===== config.mk =====
export PLATFORM = sky130hd
export DESIGN_NAME = regfile_sb
export DESIGN_NICKNAME = d
export VERILOG_FILES = /design/src/rtl/regfile_pkg.sv /design/src/rtl/regfile_scoreboard.sv /design/src/rtl/regfile_sb.sv
export SDC_FILE = /design/constraint.sdc
export NUM_CORES = 2
export LEC_CHECK = 0
export BUFFER_PORTS_ARGS = -buffer_cell sky130_fd_sc_hd__buf_2
export CAP_MARGIN = 30
export CELL_PAD_IN_SITES_DETAIL_PLACEMENT = 1
export CELL_PAD_IN_SITES_GLOBAL_PLACEMENT = 2
export CORE_MARGIN = 3
export CORE_UTILIZATION = 43
export DETAILED_ROUTE_END_ITERATION = 8
export PLACE_DENSITY = 0.82
export SKIP_LAST_GASP = 1
export SYNTH_ARGS = -nofsm -noshare
export SYNTH_HDL_FRONTEND = slang
export SYNTH_SLANG_ARGS = --single-unit

===== constraint.sdc =====
create_clock -name clk -period 39 [get_ports clk]
set_input_delay 7.8 -clock clk [delete_from_list [all_inputs] [get_ports clk]]
set_output_delay 7.8 -clock clk [all_outputs]
set_load 0.02 [all_outputs]

===== src/rtl/regfile_pkg.sv =====
// Shared constants and types for the integer register file and its
// pending-write scoreboard.
package regfile_pkg;

  localparam int XLEN_DEFAULT  = 32;
  localparam int NREGS_DEFAULT = 32;
  localparam int AW_DEFAULT    = $clog2(NREGS_DEFAULT);
  localparam int REG_ZERO      = 0;

  typedef logic [AW_DEFAULT-1:0]   reg_addr_t;
  typedef logic [XLEN_DEFAULT-1:0] xword_t;

endpackage


===== src/rtl/regfile_scoreboard.sv =====
// Per-register outstanding-write counters: issue stall, read-side busy
// flags and a sticky protocol error flag.
module regfile_scoreboard
  import regfile_pkg::*;
#(
  parameter  int NREGS = NREGS_DEFAULT,
  parameter  int CNT_W = 2,
  parameter  int NRD   = 2,
  localparam int AW    = $clog2(NREGS)
) (
  input  logic              clk,
  input  logic              rst,
  input  logic [NRD*AW-1:0] rd_addr,
  output logic [NRD-1:0]    rd_busy,
  input  logic              we,
  input  logic [AW-1:0]     wa,
  input  logic              issue_valid,
  input  logic [AW-1:0]     issue_rd,
  output logic              issue_ready,
  input  logic              flush,
  output logic              sb_err
);

  localparam logic [AW-1:0]    ZERO    = AW'(REG_ZERO);
  localparam logic [CNT_W-1:0] CNT_MAX = '1;

  logic [CNT_W-1:0] cnt [NREGS];
  logic [NREGS-1:0] inc;
  logic [NREGS-1:0] dec;

  // Stall decision looks only at the counter, never at this cycle's writeback.
  assign issue_ready = (issue_rd == ZERO) || (cnt[issue_rd] != CNT_MAX);

  always_comb begin
    inc = '0;
    dec = '0;
    for (int r = 0; r < NREGS; r++) begin
      inc[r] = issue_valid && issue_ready && (issue_rd != ZERO) &&
               (issue_rd == AW'(r)) && !flush;
      dec[r] = we && (wa == AW'(r)) && (cnt[r] != '0) && !flush;
    end
  end

  always_ff @(posedge clk or posedge rst) begin
    if (rst) begin
      for (int r = 0; r < NREGS; r++) cnt[r] <= '0;
    end else if (flush) begin
      for (int r = 0; r < NREGS; r++) cnt[r] <= '0;
    end else begin
      for (int r = 0; r < NREGS; r++) begin
        if (inc[r] && !dec[r])
          cnt[r] <= cnt[r] + CNT_W'(1);
        else if (dec[r] && !inc[r])
          cnt[r] <= cnt[r] - CNT_W'(1);
      end
    end
  end

  // Unscheduled writebacks still land in the data array; the counter just stays at 0.
  always_ff @(posedge clk or posedge rst) begin
    if (rst)
      sb_err <= 1'b0;
    else if (!flush && ((issue_valid && !issue_ready) ||
                        (we && (wa != ZERO) && (cnt[wa] == '0))))
      sb_err <= 1'b1;
  end

  for (genvar i = 0; i < NRD; i++) begin : g_busy
    logic [AW-1:0] a;
    logic          hit;
    assign a          = rd_addr[i*AW +: AW];
    assign hit        = we && (wa == a) && (cnt[a] != '0);
    assign rd_busy[i] = (a != ZERO) && ((cnt[a] - CNT_W'(hit)) != '0);
  end

endmodule


===== src/rtl/regfile_sb.sv =====
// Integer register file with optional writeback bypass, registered debug
// port and integrated RAW-hazard scoreboard.
module regfile_sb
  import regfile_pkg::*;
#(
  parameter  int XLEN   = XLEN_DEFAULT,
  parameter  int NREGS  = NREGS_DEFAULT,
  parameter  int NRD    = 2,
  parameter  int BYPASS = 1,
  parameter  int CNT_W  = 2,
  localparam int AW     = $clog2(NREGS)
) (
  input  logic                clk,
  input  logic                rst,
  input  logic [NRD*AW-1:0]   rd_addr,
  output logic [NRD*XLEN-1:0] rd_data,
  output logic [NRD-1:0]      rd_busy,
  input  logic                we,
  input  logic [AW-1:0]       wa,
  input  logic [XLEN-1:0]     wd,
  input  logic                issue_valid,
  input  logic [AW-1:0]       issue_rd,
  output logic                issue_ready,
  input  logic                flush,
  output logic                sb_err,
  input  logic [AW-1:0]       dbg_addr,
  output logic [XLEN-1:0]     dbg_data
);

  localparam logic [AW-1:0] ZERO = AW'(REG_ZERO);

  logic [XLEN-1:0] regs [NREGS];

  always_ff @(posedge clk or posedge rst) begin
    if (rst) begin
      for (int r = 0; r < NREGS; r++) regs[r] <= '0;
    end else if (we && (wa != ZERO)) begin
      regs[wa] <= wd;
    end
  end

  // Sampled before the array updates, so a same-cycle write shows up one cycle later.
  always_ff @(posedge clk or posedge rst) begin
    if (rst)
      dbg_data <= '0;
    else
      dbg_data <= (dbg_addr == ZERO) ? '0 : regs[dbg_addr];
  end

  for (genvar i = 0; i < NRD; i++) begin : g_rd
    logic [AW-1:0] a;
    assign a = rd_addr[i*AW +: AW];
    assign rd_data[i*XLEN +: XLEN] =
      (a == ZERO)                         ? '0 :
      ((BYPASS != 0) && we && (wa == a))  ? wd :
                                            regs[a];
  end

  regfile_scoreboard #(
    .NREGS (NREGS),
    .CNT_W (CNT_W),
    .NRD   (NRD)
  ) u_sb (
    .clk         (clk),
    .rst         (rst),
    .rd_addr     (rd_addr),
    .rd_busy     (rd_busy),
    .we          (we),
    .wa          (wa),
    .issue_valid (issue_valid),
    .issue_rd    (issue_rd),
    .issue_ready (issue_ready),
    .flush       (flush),
    .sb_err      (sb_err)
  );

endmodule


* Yosys cells after proc, flatten, opt, wreduce, memory -nomap -nowiden
Index checks and enable logic that the tools add are counted.
Word-level totals: flip-flop bits (word level) 1121, latch bits 0, RAM bits 0, bits in read-only memories 0, output and inout bits 100, logic and storage cells 685, memories kept 0
Operators by class: $add $sub $neg 66, multiply operators 0, divide/modulo/power cells 0, order comparisons 6, equality and inequality tests 65, shift operators 0, muxes and demuxes 94, bitwise logic cells 5, reductions and logical operators 383
Operator list (count):
- $bwmux W1024 | 1
- $bmux W32 S5 | 3
- $mux W32 | 12
- $logic_and A1 B1 Y1 | 237
- $demux W32 S5 | 1
- $eq A5 B5 Y1 const B | 32
- $mux W2 | 72
- $reduce_bool A3 Y1 | 32
- $eq A5 B4 Y1 const B | 16
- $reduce_bool A2 Y1 | 36
- $logic_not A1 Y1 | 66
- $add A2 B1 Y2 const B | 32
- $mux W64 | 1
- $sub A2 B1 Y2 const B | 32
- $bmux W2 S5 | 4
- $eq A5 B3 Y1 const B | 8
- $ge A6 B6 Y1 const B | 5
- $not A5 Y6 | 5
- $logic_not A5 Y1 | 5
- $eq A5 B2 Y1 const B | 4
- $reduce_bool A5 Y1 | 4
- $eq A5 B1 Y1 const B | 2
- $eq A5 B5 Y1 | 2
- $lt A6 B1 Y1 const B | 1
- 4 further kinds | 6

* Depth between registers and ports, before layout
word-level depth 15, gate-level depth with buffers 11, gate-level depth less buffers 6

* Cells and area by module
From an unflattened synthesis, not the netlist that was laid out.
Second synthesis, totals: cell total of the unflattened synthesis 4984, area, all modules 69491.6 µm²
By module, submodules not included:
- regfile_sb | instances 1, cells each 4312, area an instance 63729.9 µm²
- regfile_scoreboard | instances 1, cells each 672, area an instance 5761.8 µm²

* Least setup slack after synthesis
Ideal clock, no wire load.
path type input to output, from in rd_addr[0], to out rd_data[10], data arrival time 9.764 ns, required time 31.200 ns, path slack 21.436 ns, stages 9, path buffers 3, cells stage by stage buf_2 clkbuf_1 buf_2 mux4_2 mux4_2 nand2_1 nand3_1 o21ai_0 nor2_1
On the way: word-level cells in the longest chain between the ends 6, elaborated cells on any way between the ends 9, those cells by class 1 x eq/ne; 5 x mux; 1 x bitwise; 2 x reduce/logical
Ends and longest elaborated chain:
- start: declaration | RTL line regfile_sb.sv:15 | input logic [NRD*AW-1:0] rd_addr,
- $not A5 Y6 (not written as such) | RTL line regfile_sb.sv:56 | regs[a];
- $bmux W32 S5 | RTL line regfile_sb.sv:56
- $mux W32 (not written as such) (2 in a row) | RTL line regfile_sb.sv:56
- $mux W32 | RTL line regfile_sb.sv:55 | ((BYPASS != 0) && we && (wa == a)) ? wd :
- $mux W32 * | RTL line regfile_sb.sv:54 | (a == ZERO) ? '0 :
- end: declaration | RTL line regfile_sb.sv:16 | output logic [NRD*XLEN-1:0] rd_data,
Mark *: on every way between the ends. The rest lies on a longest branch, timed or not. The select of a mux whose other input is x is not followed.

* Worst setup path after layout
from in rd_addr[5], to out rd_data[41]
Same word-level chain as after synthesis.

==> load_flow_metrics.sql <==
INSERT INTO impl_metrics (metric_group, metric, value, unit) VALUES
('outcome', 'run_status', 'complete, no violations', ''),
('flow_run', 'maxCapViolations', '0', ''),
('floorplan', 'core-area', '0.159', 'mm²'),
('timing', 'least_margin_pin_slew', '1.08', 'ns'),
('routing', 'detailed_route_drc_error_count', '0', ''),
('clocking', 'clk_latency_worst_skew_pair', '0.80', 'ns'),
('critical_path', 'cp.required', '31.20', 'ns'),
('logic_synthesis', 'synth_compound_area_share', '2.55', '%'),
('clocking', 'clkSinkCount', '1121', ''),
('routing', 'route.antenna.remaining_nets', '0', ''),
('routing', 'drt-vias-per-instance', '6.97', ''),
('floorplan', 'die_height', '408', 'µm'),
('timing', 'fin_crit', '20.93', 'ns'),
('clocking', 'cts-root-buf', 'sky130_fd_sc_hd__clkbuf_16', ''),
('timing', 'clock-skew-final', '0.0242', 'ns'),
('grt', 'grt_start_max_net_pins', '144', ''),
('grt', 'grt_pass1_vias', '49952', ''),
('logic_synthesis', 'yosys.cell_count.top_type', 'sky130_fd_sc_hd__dfrtp_1', ''),
('clocking', 'tritoncts.num_buffers', '135', ''),
('critical_path', 'cpMostUsedCell', 'sky130_fd_sc_hd__buf_4', ''),
('critical_path', 'worst-path-max-fanout', '42', ''),
('logic_synthesis', 'synth-adder-area-share', '0', '%'),
('logic_synthesis', 'synth-edff-count', '0', ''),
('timing', 'setup-tns-final', '0', 'ns'),
('power', 'power_per_cell_area', '49.2', 'mW/mm²'),
('timing', 'maxSlewViolCount', '0', ''),
('timing', 'post_route_clock_period_utilization', '53.7', '%'),
('critical_path', 'number_of_buffers_and_inverters_on_the_critical_path', '7', ''),
('timing', 'hold_viol_final', '0', ''),
('clocking', 'buffers_inserted_during_post_cts_setup_optimization', '0', ''),
('logic_synthesis', 'synth_top_family_by_area', 'multiplexers', ''),
('logic_synthesis', 'synth.largest_area_cell', 'sky130_fd_sc_hd__dfrtp_1', ''),
('timing', 'hold-worst-slack', '0.410', 'ns'),
('logic_synthesis', 'synth-async-reset-ratio', '100', '%'),
('routing', 'routed_wire_length_per_instance', '35.9', 'µm'),
('critical_path', 'path_delay_family', 'buffers and inverters', ''),
('routing', 'detailedRoute.firstPassIterationCount', '6', ''),
('routing', 'route.vias.total', '46955', ''),
('clocking', 'clk_path_buf_depth', '3', ''),
('place', 'detailedPlacementHpwl', '138000', 'µm'),
('logic_synthesis', 'syn-instance-count', '4595', ''),
('place', 'routabilityCongestion', '0.811', ''),
('layout', 'share_of_layout_cells_above_drive_strength_1', '54.9', '%'),
('logic_synthesis', 'synth_xor_area_share', '0.416', '%'),
('timing', 'setup-violations-final', '0', ''),
('power', 'pwr-share-comb', '24.5', '%'),
('logic_synthesis', 'ys_top_cells_by_area', 'sky130_fd_sc_hd__dfrtp_1 (40%), sky130_fd_sc_hd__mux4_2 (32%), sky130_fd_sc_hd__mux2_2 (16%)', ''),
('logic_synthesis', 'synthFlopType', 'sky130_fd_sc_hd__dfrtp_1', ''),
('power', 'p_seq_share', '41.7', '%'),
('clocking', 'h-tree-depth', '4', ''),
('routing', 'number_of_drc_markers_in_iteration_0', '5268', ''),
('place', 'io_buffers', '161', ''),
('worst_hold_path', 'min_path_type', 'flip-flop to flip-flop', ''),
('critical_path', 'critical_path.cell_chain', 'buf_8, buf_4, buf_4, buf_16, buf_4, buf_4, mux4_2, mux4_2, a211oi_1, nor3_1, buf_2', ''),
('power', 'sw_frac_of_total', '29.8', '%'),
('power', 'p_leak', '0.0320', 'µW'),
('logic_synthesis', 'synth.lib_cells_used.distinct', '66', ''),
('power', 'vdd_ir_drop_max', '42.9', 'µV'),
('layout', 'final_core_util', '48.3', '%'),
('clocking', 'post_cts_resized', '0', ''),
('grt', 'global_route.usage.total', '29.1', '%'),
('floorplan', 'rows', '146', ''),
('power', 'switchingPower', '1130', 'µW'),
('floorplan', 'io-pin-count', '162', ''),
('layout', 'layout_area_overhead', '11.0', '%'),
('logic_synthesis', 'synthSimpleGateAreaFrac', '3.79', '%'),
('logic_synthesis', 'most_numerous_cell_types_in_the_synthesized_netlist', 'sky130_fd_sc_hd__dfrtp_1 (1121), sky130_fd_sc_hd__mux2_2 (991), sky130_fd_sc_hd__mux4_2 (981), sky130_fd_sc_hd__clkbuf_1 (294), sky130_fd_sc_hd__buf_2 (163)', ''),
('logic_synthesis', 'portion_of_the_post_synthesis_area_used_by_sequential_elements', '40.4', '%'),
('routing', 'route.final.wire_length', '242000', 'µm'),
('critical_path', 'cp_slowest_cell', 'sky130_fd_sc_hd__buf_4', ''),
('critical_path', 'cpPeakStageDelay', '0.78', 'ns');
## flip-flops by register name, summed over array words and instances, names as in the netlist
| register | cells |
|---|---|
| regs | 1024 |
| u_sb.cnt | 64 |
| dbg_data | 32 |
| u_sb.sb_err | 1 |
## worst reg2reg max path: stages, from the launching register on
cell and delay (ns):
sky130_fd_sc_hd__dfrtp_1 0.47, sky130_fd_sc_hd__mux4_2 0.50, sky130_fd_sc_hd__o22a_1 0.21, sky130_fd_sc_hd__nand4_1 0.47, sky130_fd_sc_hd__o211ai_1 0.39, sky130_fd_sc_hd__o21bai_1 0.26, sky130_fd_sc_hd__a21oi_1 0.15
## final cells by class
type                       count  area, µm²  area share, %
antenna                        8       20.0         0.0260
clock buffer                 187       3790           4.92
clock inverter                55        664          0.862
inverter                      17       68.8         0.0893
multi-input combinational   2922      39200           50.9
sequential                  1121      28100           36.4
tap                         2146       2690           3.49
timing repair buffer         283       2510           3.25
## kinds of logic (layout without fill, tap and decap cells)
logic type | count (synthesis) | in the layout
XOR/XNOR | 33 | 33
AO/OA/AOI/OAI | 270 | 270
AND/OR/NAND/NOR | 547 | 547
buffers and inverters | 552 | 542
other | 0 | 8
flip-flops | 1121 | 1121
multiplexers | 2072 | 2072
## metal layers
metal | global-route usage, % | wire (µm) | share of wire, % | vias to the layer above
met1 | 38.9 | 94400 | 39 | 25869
met3 | 6.92 | 21500 | 8.9 | 598
met2 | 45.3 | 114000 | 47 | 2397
met5 | 0 | 61 | 0.025 | -
li1 | - | - | - | 18083
met4 | 13.4 | 12100 | 5.0 | 8
## stage by stage
step                worst slack [ns]  instances  power (µW)  area (µm²)
finish                         18.07       6739        3790       77000
global route                   17.61       6731        3950       77000
CTS                            17.62       6718        3800       76700
detailed placement             17.65       6476        2510       72200
global placement               17.67       6452        2460       71600
floorplan                      15.73       4595        2240       69400
## worst paths after layout
| check | startpoint | end | slack [ns] | depth (start not counted) |
|---|---|---|---|---|
| hold reg to reg | regs[1005] | regs[1005] | 0.41 | 0 |
| setup reg to reg | u_sb.cnt[3] | u_sb.cnt[5] | 36.46 | 6 |
| min in group asynchronous | rst | dbg_data[5] | 7.27 | 3 |
| setup / recovery | rd_addr[5] | rd_data[41] | 18.07 | 11 |
| max in group asynchronous | rst | dbg_data[15] | 28.35 | 9 |
| hold / removal | regs[1005] | regs[1005] | 0.41 | 0 |
## cells in the final DEF (no fill, tap or decap), types with 19 or more instances in the layout
master                      Yosys  routed
sky130_fd_sc_hd__nor2b_1       19      19
sky130_fd_sc_hd__clkinv_2       0      22
sky130_fd_sc_hd__nor2_1       161     153
sky130_fd_sc_hd__buf_2        163     147
sky130_fd_sc_hd__buf_16         0      30
sky130_fd_sc_hd__clkbuf_8       0      23
sky130_fd_sc_hd__dfrtp_1     1121    1121
sky130_fd_sc_hd__xor2_1        22      22
sky130_fd_sc_hd__o211ai_1      27      27
sky130_fd_sc_hd__and2_1        19      19
sky130_fd_sc_hd__a21oi_1       44      44
sky130_fd_sc_hd__mux4_2       981     981
sky130_fd_sc_hd__a211oi_1      52      52
sky130_fd_sc_hd__nand3_1       75      73
sky130_fd_sc_hd__mux2_2       991     991
sky130_fd_sc_hd__mux2i_1       97      97
sky130_fd_sc_hd__nor3_1        35      35
sky130_fd_sc_hd__buf_4         23      89
sky130_fd_sc_hd__clkbuf_16      0     135
sky130_fd_sc_hd__nand2_4        0      23
sky130_fd_sc_hd__o21ai_0       72      72
sky130_fd_sc_hd__nand2_1      153     130
sky130_fd_sc_hd__clkbuf_1     294      30
## power groups by stage
stage	sequential (µW)	clock [µW]	combinational, µW
floorplan	1530	0	707
global placement	1560	0	894
detailed placement	1590	0	922
CTS	1570	1300	930
global route	1610	1350	986
finish	1580	1280	930
No activity file was read; power rests on OpenSTA's default activity.
